[src/rtl/count_src_seq_if.sv]
// rtl/count_src_seq_if.sv - counter operand stream between the source and the sum/carry stage
interface count_src_seq_if #(
    parameter int WIDTH = 4
) ();
    logic [WIDTH-1:0] counter;
    logic             out_valid;
    logic             out_ready;

    modport master (
        output counter,
        output out_valid,
        input  out_ready
    );

    modport slave (
        input  counter,
        input  out_valid,
        output out_ready
    );
endinterface

[src/rtl/count_src_seq.sv]
// rtl/count_src_seq.sv - burst counter source: programmable start, up/down step, length, handshake
module count_src_seq #(
    parameter int WIDTH = 4,
    parameter int STEP  = 1,
    parameter int LEN_W = 8
) (
    input  logic                clk,
    input  logic                rst,
    input  logic                start,
    input  logic                stop,
    input  logic                dir,
    input  logic [WIDTH-1:0]    load_val,
    input  logic [LEN_W-1:0]    burst_len,
    count_src_seq_if.master     src,
    output logic                wrap,
    output logic                done,
    output logic                busy
);
    typedef enum logic [1:0] {
        s_idle = 2'd0,
        s_run  = 2'd1,
        s_done = 2'd2
    } state_t;

    localparam logic [WIDTH:0] step_x = (WIDTH+1)'(STEP);

    state_t             state_q, state_d;
    logic [WIDTH-1:0]   counter_q, counter_d;
    logic               valid_q, valid_d;
    logic               wrap_q, wrap_d;
    logic               done_q, done_d;
    logic               busy_q, busy_d;
    logic               dir_q, dir_d;
    logic [LEN_W-1:0]   len_q, len_d;
    logic [LEN_W-1:0]   cnt_q, cnt_d;
    logic               stop_pend_q, stop_pend_d;

    logic               accept;
    logic [WIDTH:0]     sum_up;
    logic [WIDTH:0]     diff_dn;
    logic [LEN_W:0]     cnt_plus;
    logic               last_beat;

    // Extra top bit of the widened add/sub is the carry or borrow that drives wrap.
    assign sum_up    = {1'b0, counter_q} + step_x;
    assign diff_dn   = {1'b0, counter_q} - step_x;
    assign cnt_plus  = {1'b0, cnt_q} + {{LEN_W{1'b0}}, 1'b1};
    assign last_beat = (len_q != '0) && (cnt_plus == {1'b0, len_q});
    assign accept    = valid_q && src.out_ready;

    always_ff @(posedge clk) begin
        if (rst) begin
            state_q     <= s_idle;
            counter_q   <= '0;
            valid_q     <= 1'b0;
            wrap_q      <= 1'b0;
            done_q      <= 1'b0;
            busy_q      <= 1'b0;
            dir_q       <= 1'b0;
            len_q       <= '0;
            cnt_q       <= '0;
            stop_pend_q <= 1'b0;
        end else begin
            state_q     <= state_d;
            counter_q   <= counter_d;
            valid_q     <= valid_d;
            wrap_q      <= wrap_d;
            done_q      <= done_d;
            busy_q      <= busy_d;
            dir_q       <= dir_d;
            len_q       <= len_d;
            cnt_q       <= cnt_d;
            stop_pend_q <= stop_pend_d;
        end
    end

    always_comb begin
        state_d     = state_q;
        counter_d   = counter_q;
        valid_d     = valid_q;
        wrap_d      = 1'b0;
        done_d      = 1'b0;
        dir_d       = dir_q;
        len_d       = len_q;
        cnt_d       = cnt_q;
        stop_pend_d = stop_pend_q;

        case (state_q)
            s_idle: begin
                if (start && !stop) begin
                    state_d     = s_run;
                    counter_d   = load_val;
                    dir_d       = dir;
                    len_d       = burst_len;
                    cnt_d       = '0;
                    valid_d     = 1'b1;
                    stop_pend_d = 1'b0;
                end
            end
            s_run: begin
                if (stop) begin
                    stop_pend_d = 1'b1;
                end
                if (accept) begin
                    counter_d = dir_q ? diff_dn[WIDTH-1:0] : sum_up[WIDTH-1:0];
                    wrap_d    = dir_q ? diff_dn[WIDTH] : sum_up[WIDTH];
                    cnt_d     = (&cnt_q) ? cnt_q : cnt_plus[LEN_W-1:0];
                    // A stop seen on the accepting cycle still lets that beat count.
                    if (last_beat || stop || stop_pend_q) begin
                        state_d = s_done;
                        valid_d = 1'b0;
                        done_d  = 1'b1;
                    end
                end
            end
            s_done: begin
                state_d     = s_idle;
                stop_pend_d = 1'b0;
            end
            default: begin
                state_d = s_idle;
                valid_d = 1'b0;
            end
        endcase

        busy_d = (state_d != s_idle);
    end

    assign src.counter   = counter_q;
    assign src.out_valid = valid_q;
    assign wrap          = wrap_q;
    assign done          = done_q;
    assign busy          = busy_q;
endmodule

[src/flat_wrapper.sv]
// flat-port wrapper written by rule: the top's interface ports become plain ports
module count_src_seq_flat 
#(
    parameter int WIDTH = 4,
    parameter int STEP  = 1,
    parameter int LEN_W = 8
)
  (clk, rst, start, stop, dir, load_val, burst_len, wrap, done, busy, src_counter, src_out_valid, src_out_ready);
  count_src_seq_if #(.WIDTH(WIDTH)) src_i ();
  input  logic clk;
  input  logic rst;
  input  logic start;
  input  logic stop;
  input  logic dir;
  input  logic [WIDTH-1:0] load_val;
  input  logic [LEN_W-1:0] burst_len;
  output logic wrap;
  output logic done;
  output logic busy;
  output wire logic [$bits(src_i.counter)-1:0] src_counter;
  output wire logic [$bits(src_i.out_valid)-1:0] src_out_valid;
  input wire logic [$bits(src_i.out_ready)-1:0] src_out_ready;
  assign src_counter = src_i.counter;
  assign src_out_valid = src_i.out_valid;
  assign src_i.out_ready = src_out_ready;
  count_src_seq #(.WIDTH(WIDTH), .STEP(STEP), .LEN_W(LEN_W)) u_core (.clk(clk), .rst(rst), .start(start), .stop(stop), .dir(dir), .load_val(load_val), .burst_len(burst_len), .src(src_i), .wrap(wrap), .done(done), .busy(busy));
endmodule
[config.mk]
export PLATFORM = sky130hd
export DESIGN_NAME = count_src_seq_flat
export DESIGN_NICKNAME = d
export VERILOG_FILES = /design/src/rtl/count_src_seq_if.sv /design/src/rtl/count_src_seq.sv /design/src/flat_wrapper.sv
export SDC_FILE = /design/constraint.sdc
export NUM_CORES = 1
export LEC_CHECK = 0
export ABC_AREA = 0
export CAP_MARGIN = 30
export CORE_MARGIN = 2
export CORE_UTILIZATION = 50
export DETAILED_ROUTE_END_ITERATION = 7
export PLACE_DENSITY = 0.81
export SLEW_MARGIN = 5
export SYNTH_ARGS = -nofsm -noshare
export SYNTH_HDL_FRONTEND = slang
export SYNTH_SLANG_ARGS = --single-unit
[constraint.sdc]
create_clock -name clk -period 3 [get_ports clk]
set_clock_uncertainty 0.2 [all_clocks]
set_input_delay 0.6 -clock clk [delete_from_list [all_inputs] [get_ports clk]]
set_output_delay 0.6 -clock clk [all_outputs]
set_load 0.005 [all_outputs]
==> results of run 1 <==
==> cell usage after synthesis (2+ instances only) <==
library cell and number:
a211oi_1 3, a21o_1 2, a21oi_1 26, a221oi_1 2
a22oi_1 2, a31oi_1 3, buf_2 3, clkbuf_1 6
dfxtp_1 28, ha_1 3, inv_1 7, nand2_1 32
nand2b_1 5, nand3_1 6, nand4_1 2, nor2_1 16
nor2b_1 3, nor3_1 4, nor4_1 6, o211ai_1 3
o21ai_0 7, o221a_2 2, o2bb2ai_1 2, o31ai_1 2
or2_2 3, or3_1 2, or4_1 2, xnor2_1 5
xor2_1 4
==> cell usage in the layout (no fill, tap or decap), types with 3 or more instances in the layout <==
cell              n
dfxtp_1          28
nor4_1            6
o21ai_0           7
clkdlybuf4s50_1  25
nand3_1           6
o211ai_1          3
ha_1              3
xor2_1            4
inv_1             7
nand2b_1          5
nor3_1            4
a211oi_1          3
clkbuf_4          3
nor2_1           16
or2_2             3
nand2_1          32
nor2b_1           3
a31oi_1           3
a21oi_1          26
buf_4             5
xnor2_1           5
==> flip-flops by register name (all words and copies together), names as in the netlist <==
register and count:
u_core.busy 1, u_core.cnt_q 8, u_core.dir_q 1, u_core.done 1, u_core.len_q 8, u_core.src.counter 4, u_core.src.out_valid 1, u_core.state_q 2
u_core.stop_pend_q 1, u_core.wrap 1
==> path summary, 6_finish.rpt <==
kind | to | slack [ns] | cells after the start
worst max-delay path | u_core.cnt_q[3] | 0.45 | 6
worst min-delay path | u_core.len_q[3] | 0.30 | 2
worst min register to register | u_core.len_q[3] | 0.30 | 2
worst max register to register | u_core.src.out_valid | 0.48 | 5
==> cells by family (layout without fill, tap and decap cells) <==
| family | Yosys count | count (layout) | share of synthesized area |
|---|---|---|---|
| and+or+nand+nor | 87 | 87 | 0.277 |
| xor gates and xnor gates | 9 | 9 | 0.0506 |
| DFF | 28 | 28 | 0.360 |
| adders and majority gates | 3 | 3 | 0.0241 |
| buffers and inverters | 17 | 41 | 0.0482 |
| AOI/OAI and AO/OA | 58 | 58 | 0.234 |
| muxes | 1 | 1 | 0.00643 |
==> layer usage <==
| metal | up-vias | track usage | wire (um) |
|---|---|---|---|
| met5 | - | 0 | 0 |
| met3 | 5 | 0.0281 | 145 |
| met2 | 41 | 0.366 | 1680 |
| met1 | 692 | 0.298 | 1680 |
| li1 | 780 | - | - |
| met4 | 0 | 0.0921 | 52 |
==> metrics by stage <==
stage	hold WS (ns)	cell area (um2)	cells	setup WS (ns)
6_report	0.298	1870	260	0.454
5_1_grt	0.322	1870	260	0.282
4_1_cts	0.299	1870	260	0.459
3_5_place_dp	0.280	1840	256	0.111
3_3_place_gp	0.272	1840	256	0.141
2_1_floorplan	0.258	1560	203	0.711
==> power groups by stage <==
stage          sequential, W  clock, W  combinational, W
2_1_floorplan       0.000407         0         0.0000798
3_3_place_gp        0.000414         0          0.000128
3_5_place_dp        0.000415         0          0.000130
4_1_cts             0.000407  0.000187          0.000131
5_1_grt             0.000410  0.000203          0.000148
6_report            0.000407  0.000183          0.000131
==> area by class of cell <==
| type | count | area (um2) | area share |
|---|---|---|---|
| flip-flops and latches | 28 | 561 | 0.299 |
| clock buffers | 4 | 36.3 | 0.0194 |
| multi-input cells | 158 | 921 | 0.492 |
| repair buffers | 30 | 288 | 0.154 |
| well taps | 33 | 41.3 | 0.0220 |
| inverters | 7 | 26.3 | 0.0140 |
==> tightest hold or removal path: stages, from the launching register on <==
cell	delay, ns
dfxtp_1	0.36
nand2_1	0.06
a21oi_1	0.05
==> flow_metrics.env, run 1 <==
export IMPL_status="completed"
export IMPL_synthesis_area_per_instance_um2=7.67
export IMPL_synth_cell_area_um2=1560
export IMPL_fin_setup_tns_ns=0
export IMPL_initialDrtViolationCount=86
export IMPL_ctsLongestPathBuffers=2
export IMPL_irDropWorstVdd_mv=0.204
export IMPL_ys_types=41
export IMPL_cpPeakStageDelay_ns=0.52
export IMPL_grt_pass1_wl_mm=6.08
export IMPL_holdBufCountCts=0
export IMPL_cp_cell_sequence="clkdlybuf4s50_1 > or3b_4 > a21o_1 > a31o_1 > or4_1 > a21oi_1"
export IMPL_max_clock_freq_mhz=393
export IMPL_synth_top_cells_by_area="dfxtp_1 36%, a21oi_1 8.4%, nand2_1 7.7%"
export IMPL_routed_via_count=1518
export IMPL_detailedPlacementHpwl_mm=2.59
export IMPL_standard_cell_with_the_maximum_stage_delay_on_the_critical_path="or4_1"
export IMPL_core_region_area_um2=3000
export IMPL_cap_violations=0
export IMPL_critical_path_top_delay_family="simple AND/OR/NAND/NOR gates"
export IMPL_cp_start_kind="primary input"
export IMPL_period_needed_ns=2.55
export IMPL_cts_bufs_inserted=3
export IMPL_synth_async_sr_flop_share=0
export IMPL_nNetsFinal=249
export IMPL_critical_path_reg2reg_startpoint="u_core.cnt_q[2]"
export IMPL_synthDominantAreaCellType="dfxtp_1"
export IMPL_via_count_of_the_first_global_routing_pass=1335
export IMPL_final_max_slew_violation_count=0
export IMPL_initial_core_util=0.518
export IMPL_synth_edff_count=0
export IMPL_clockPowerShare=0.254
export IMPL_place_gp_congestion=0.859
export IMPL_ys_seq_elements=28
export IMPL_path_buf_inv=1
export IMPL_grt_ovfl_total=0
export IMPL_seqPwrFrac=0.565
export IMPL_grt_total_usage=0.225
export IMPL_min_delay_path_class="reg -> reg"
export IMPL_startpoint="stop"
export IMPL_comb_power_share=0.181
export IMPL_die_height_um=59.8
export IMPL_total_power_w=0.000720
export IMPL_chipWidth_um=59.8
export IMPL_area_of_the_die_um2=3580
export IMPL_setup_worst_path_end_class="flop"
export IMPL_grt_setup_unrepaired="no"
export IMPL_clock_tree_from_tritoncts="done"
export IMPL_synthesis_nets=224
export IMPL_num_antenna_cells=0
export IMPL_cts_htree_levels=1
export IMPL_worst_slew_margin_rel=0.482
export IMPL_fin_util=0.624
export IMPL_clk_pin_slew_worst_paths_ns=0.15
export IMPL_clock_sinks=28
export IMPL_clock_latency_ns=0.33
export IMPL_required_ns=3.08
export IMPL_final_fill_count=267
export IMPL_drt_vias_per_instance=5.84
export IMPL_synth_yosys_seq_area_share=0.360
export IMPL_drt_drc_violations_left=0
export IMPL_ioPinCount=26
export IMPL_sw_pwr_w=0.000190
export IMPL_ant_nets=0
export IMPL_antenna_found_initial=0
export IMPL_setup_viol=0
export IMPL_finalWirelength_mm=3.56
export IMPL_syn_to_final_growth_pct=20.3
export IMPL_hold_start="u_core.len_q[3]"
export IMPL_netSwitchingFraction=0.264
export IMPL_timing_final_crit_share=0.849
export IMPL_timing_worst_setup_path_type="in -> reg"
export IMPL_port_buffers=25
export IMPL_rows=20
export IMPL_cts_resized=0
export IMPL_hold_viol_final=0
export IMPL_power_internal_w=0.000530
export IMPL_wire_per_inst_um=13.7
export IMPL_layout_drive_gt1_share=0.0705
export IMPL_cellPowerDensity_nw_per_um2=385
export IMPL_synthesis_instances=203
export IMPL_post_cts_setup_buffers=0
export IMPL_synth_ff_type="dfxtp_1"
export IMPL_timing_worst_slew_pin_value_ns=0.770
export IMPL_cp_arrival_ns=2.63
export IMPL_yosys_area_top_type_share=0.360
export IMPL_grt_max_degree=24
export IMPL_yosysWarnings=0
export IMPL_crit_path_max_fanout=10
export IMPL_first_pass_iteration_count_of_the_detailed_router=5
export IMPL_p_leak_nw=0.660
export IMPL_root_buffer_master="clkbuf_4"
(Power assumes the default switching activity.)
==> run 2, diff against run 1 <==
- clock period: 3 -> 2.7 ns (I/O delays scaled with it)
==> run 2 against run 1 <==
  * Flip-flop and latch count unchanged
  * Count of clock-buffer cells in the layout unchanged
  * Design area increased by 2.4%
  * Total power increased by 12%
  * Sequential share of layout area shrank 0.70 points
  * Cell count increased by 2.3%
  * Die area unchanged
  * Largest cell class unchanged
  * Largest power group unchanged
  * Highest routed layer unchanged
==> flow_metrics.env, run 2 (same netlist as run 1, synthesis figures left out) <==
export IMPL_rows=20
export IMPL_final_seq_area_um2=561
export IMPL_setup_reg_to_reg_worst_slack_ns=0.44
export IMPL_cellPowerDensity_nw_per_um2=422
export IMPL_min_delay_path_class="reg -> reg"
export IMPL_cts_bufs_inserted=3
export IMPL_holdBufCountCts=0
export IMPL_place_gp_congestion=0.815
export IMPL_num_antenna_cells=0
export IMPL_standard_cell_with_the_maximum_stage_delay_on_the_critical_path="or4_1"
export IMPL_dp_slack_ns=-0.0207
export IMPL_via_count_of_the_first_global_routing_pass=1336
export IMPL_crit_path_max_fanout=5
export IMPL_final_instance_count_excl_fill=266
export IMPL_clock_latency_ns=0.33
export IMPL_mostFrequentLayoutCells="32 x nand2_1, 28 x dfxtp_1, 26 x a21oi_1, 25 x clkdlybuf4s50_1, 16 x nor2_1"
export IMPL_required_ns=2.78
export IMPL_chipWidth_um=59.8
export IMPL_clock_sinks=28
export IMPL_ctsLongestPathBuffers=2
export IMPL_nNetsFinal=255
export IMPL_wire_per_inst_um=13.2
export IMPL_clk_pin_slew_worst_paths_ns=0.15
export IMPL_die_height_um=59.8
export IMPL_cp_cell_sequence="clkdlybuf4s50_1 > or3b_4 > a21o_1 > a31o_1 > or4_1 > a21oi_1"
export IMPL_timing_worst_slew_pin_value_ns=0.565
export IMPL_cpPeakStageDelay_ns=0.51
export IMPL_whs_path_depth=2
export IMPL_grt_ovfl_total=0
export IMPL_initialDrtViolationCount=108
export IMPL_initial_core_util=0.518
export IMPL_drt_vias_per_instance=5.89
export IMPL_setup_worst_path_end_class="flop"
export IMPL_hold_start="u_core.len_q[1]"
export IMPL_most_common_library_cell_in_the_layout_ignoring_fill_and_taps="nand2_1"
export IMPL_worst_r2r_path_depth=8
export IMPL_core_region_area_um2=3000
export IMPL_timing_worst_setup_path_type="in -> reg"
export IMPL_p_leak_nw=0.688
export IMPL_cap_violations=0
export IMPL_cp_arrival_ns=2.45
export IMPL_hold_viol_final=0
export IMPL_grt_max_degree=24
export IMPL_worst_slew_margin_rel=0.622
export IMPL_timing_final_crit_share=0.878
export IMPL_drt_drc_violations_left=0
export IMPL_grt_setup_unrepaired="no"
export IMPL_finalWirelength_mm=3.51
export IMPL_irDropWorstVdd_mv=0.292
export IMPL_max_clock_freq_mhz=422
export IMPL_total_power_w=0.000810
export IMPL_stdcell_area_um2=1920
export IMPL_detailedPlacementHpwl_mm=2.63
export IMPL_status="completed"
export IMPL_syn_to_final_growth_pct=23.2
export IMPL_critical_path_top_delay_family="simple AND/OR/NAND/NOR gates"
export IMPL_period_needed_ns=2.37
export IMPL_grt_total_usage=0.211
export IMPL_cp_start_kind="primary input"
export IMPL_path_buf_inv=1
export IMPL_placed_cell_area_um2=1880
export IMPL_multiInputGateArea_um2=921
export IMPL_r2r_end="u_core.cnt_q[4]"
export IMPL_ant_nets=0
export IMPL_ioPinCount=26
export IMPL_setup_viol=0
export IMPL_cp_depth=6
export IMPL_final_fill_count=282
export IMPL_final_setup_margin_ns=0.330
export IMPL_post_cts_setup_buffers=0
export IMPL_final_max_slew_violation_count=0
export IMPL_cts_resized=0
export IMPL_cts_htree_levels=1
export IMPL_hold_end="u_core.len_q[1]"
export IMPL_grt_pass1_wl_mm=5.86
export IMPL_port_buffers=25
export IMPL_layout_drive_gt1_share=0.0944
export IMPL_numPlacedInstances=262
export IMPL_area_of_the_die_um2=3580
export IMPL_antenna_found_initial=0
export IMPL_routed_via_count=1566
export IMPL_critical_path_reg2reg_startpoint="u_core.cnt_q[0]"
export IMPL_root_buffer_master="clkbuf_4"
export IMPL_clock_tree_from_tritoncts="done"
export IMPL_first_pass_iteration_count_of_the_detailed_router=4
==> run 2: cell types whose count changed in the layout (fill, tap and decap cells not counted) <==
cell / previous run / this run
buf_4: 5 / 11
==> run 2: worst max path at each step <==
stage / from / to / slack, ns
2_1_floorplan: stop / u_core.cnt_q[3] / 0.47
3_3_place_gp: start / u_core.cnt_q[3] / -0.005
3_5_place_dp: start / u_core.cnt_q[0] / -0.02
4_1_cts: start / u_core.cnt_q[3] / 0.34
5_1_grt: u_core.cnt_q[0] / u_core.cnt_q[4] / 0.28
6_report: start / u_core.cnt_q[3] / 0.33
==> run 2: cell type report <==
type                    instances  area share
clock buffers                   4      0.0189
well taps                      33      0.0215
repair buffers                 36       0.174
inverters                       7      0.0137
multi-input cells             158       0.480
flip-flops and latches         28       0.292
==> run 2: worst min-delay path, cell delays in order (launching register included) <==
cell,delay [ns]
dfxtp_1,0.36
nand2_1,0.06
a21oi_1,0.05
==> run 2: metal layers <==
| metal | vias to the layer above | routed length (um) | global-route usage |
|---|---|---|---|
| li1 | 791 | - | - |
| met1 | 726 | 1680 | 0.291 |
| met2 | 41 | 1600 | 0.335 |
| met3 | 8 | 143 | 0.0260 |
| met4 | 0 | 88 | 0.0794 |
| met5 | - | 0 | 0 |
==> run 2: power by group <==
part	internal (W)	switching (W)
Clock	0.0000825	0.000123
Sequential	0.000430	0.0000216
Combinational	0.0000823	0.0000707
==> run 2: stage by stage <==
step / utilization / hold slack (ns) / setup TNS, ns
2_1_floorplan: - / 0.258 / 0
3_3_place_gp: 0.627 / 0.272 / -0.00494
3_5_place_dp: 0.627 / 0.278 / -0.0346
4_1_cts: 0.639 / 0.297 / 0
5_1_grt: 0.639 / 0.314 / 0
6_report: 0.639 / 0.297 / 0
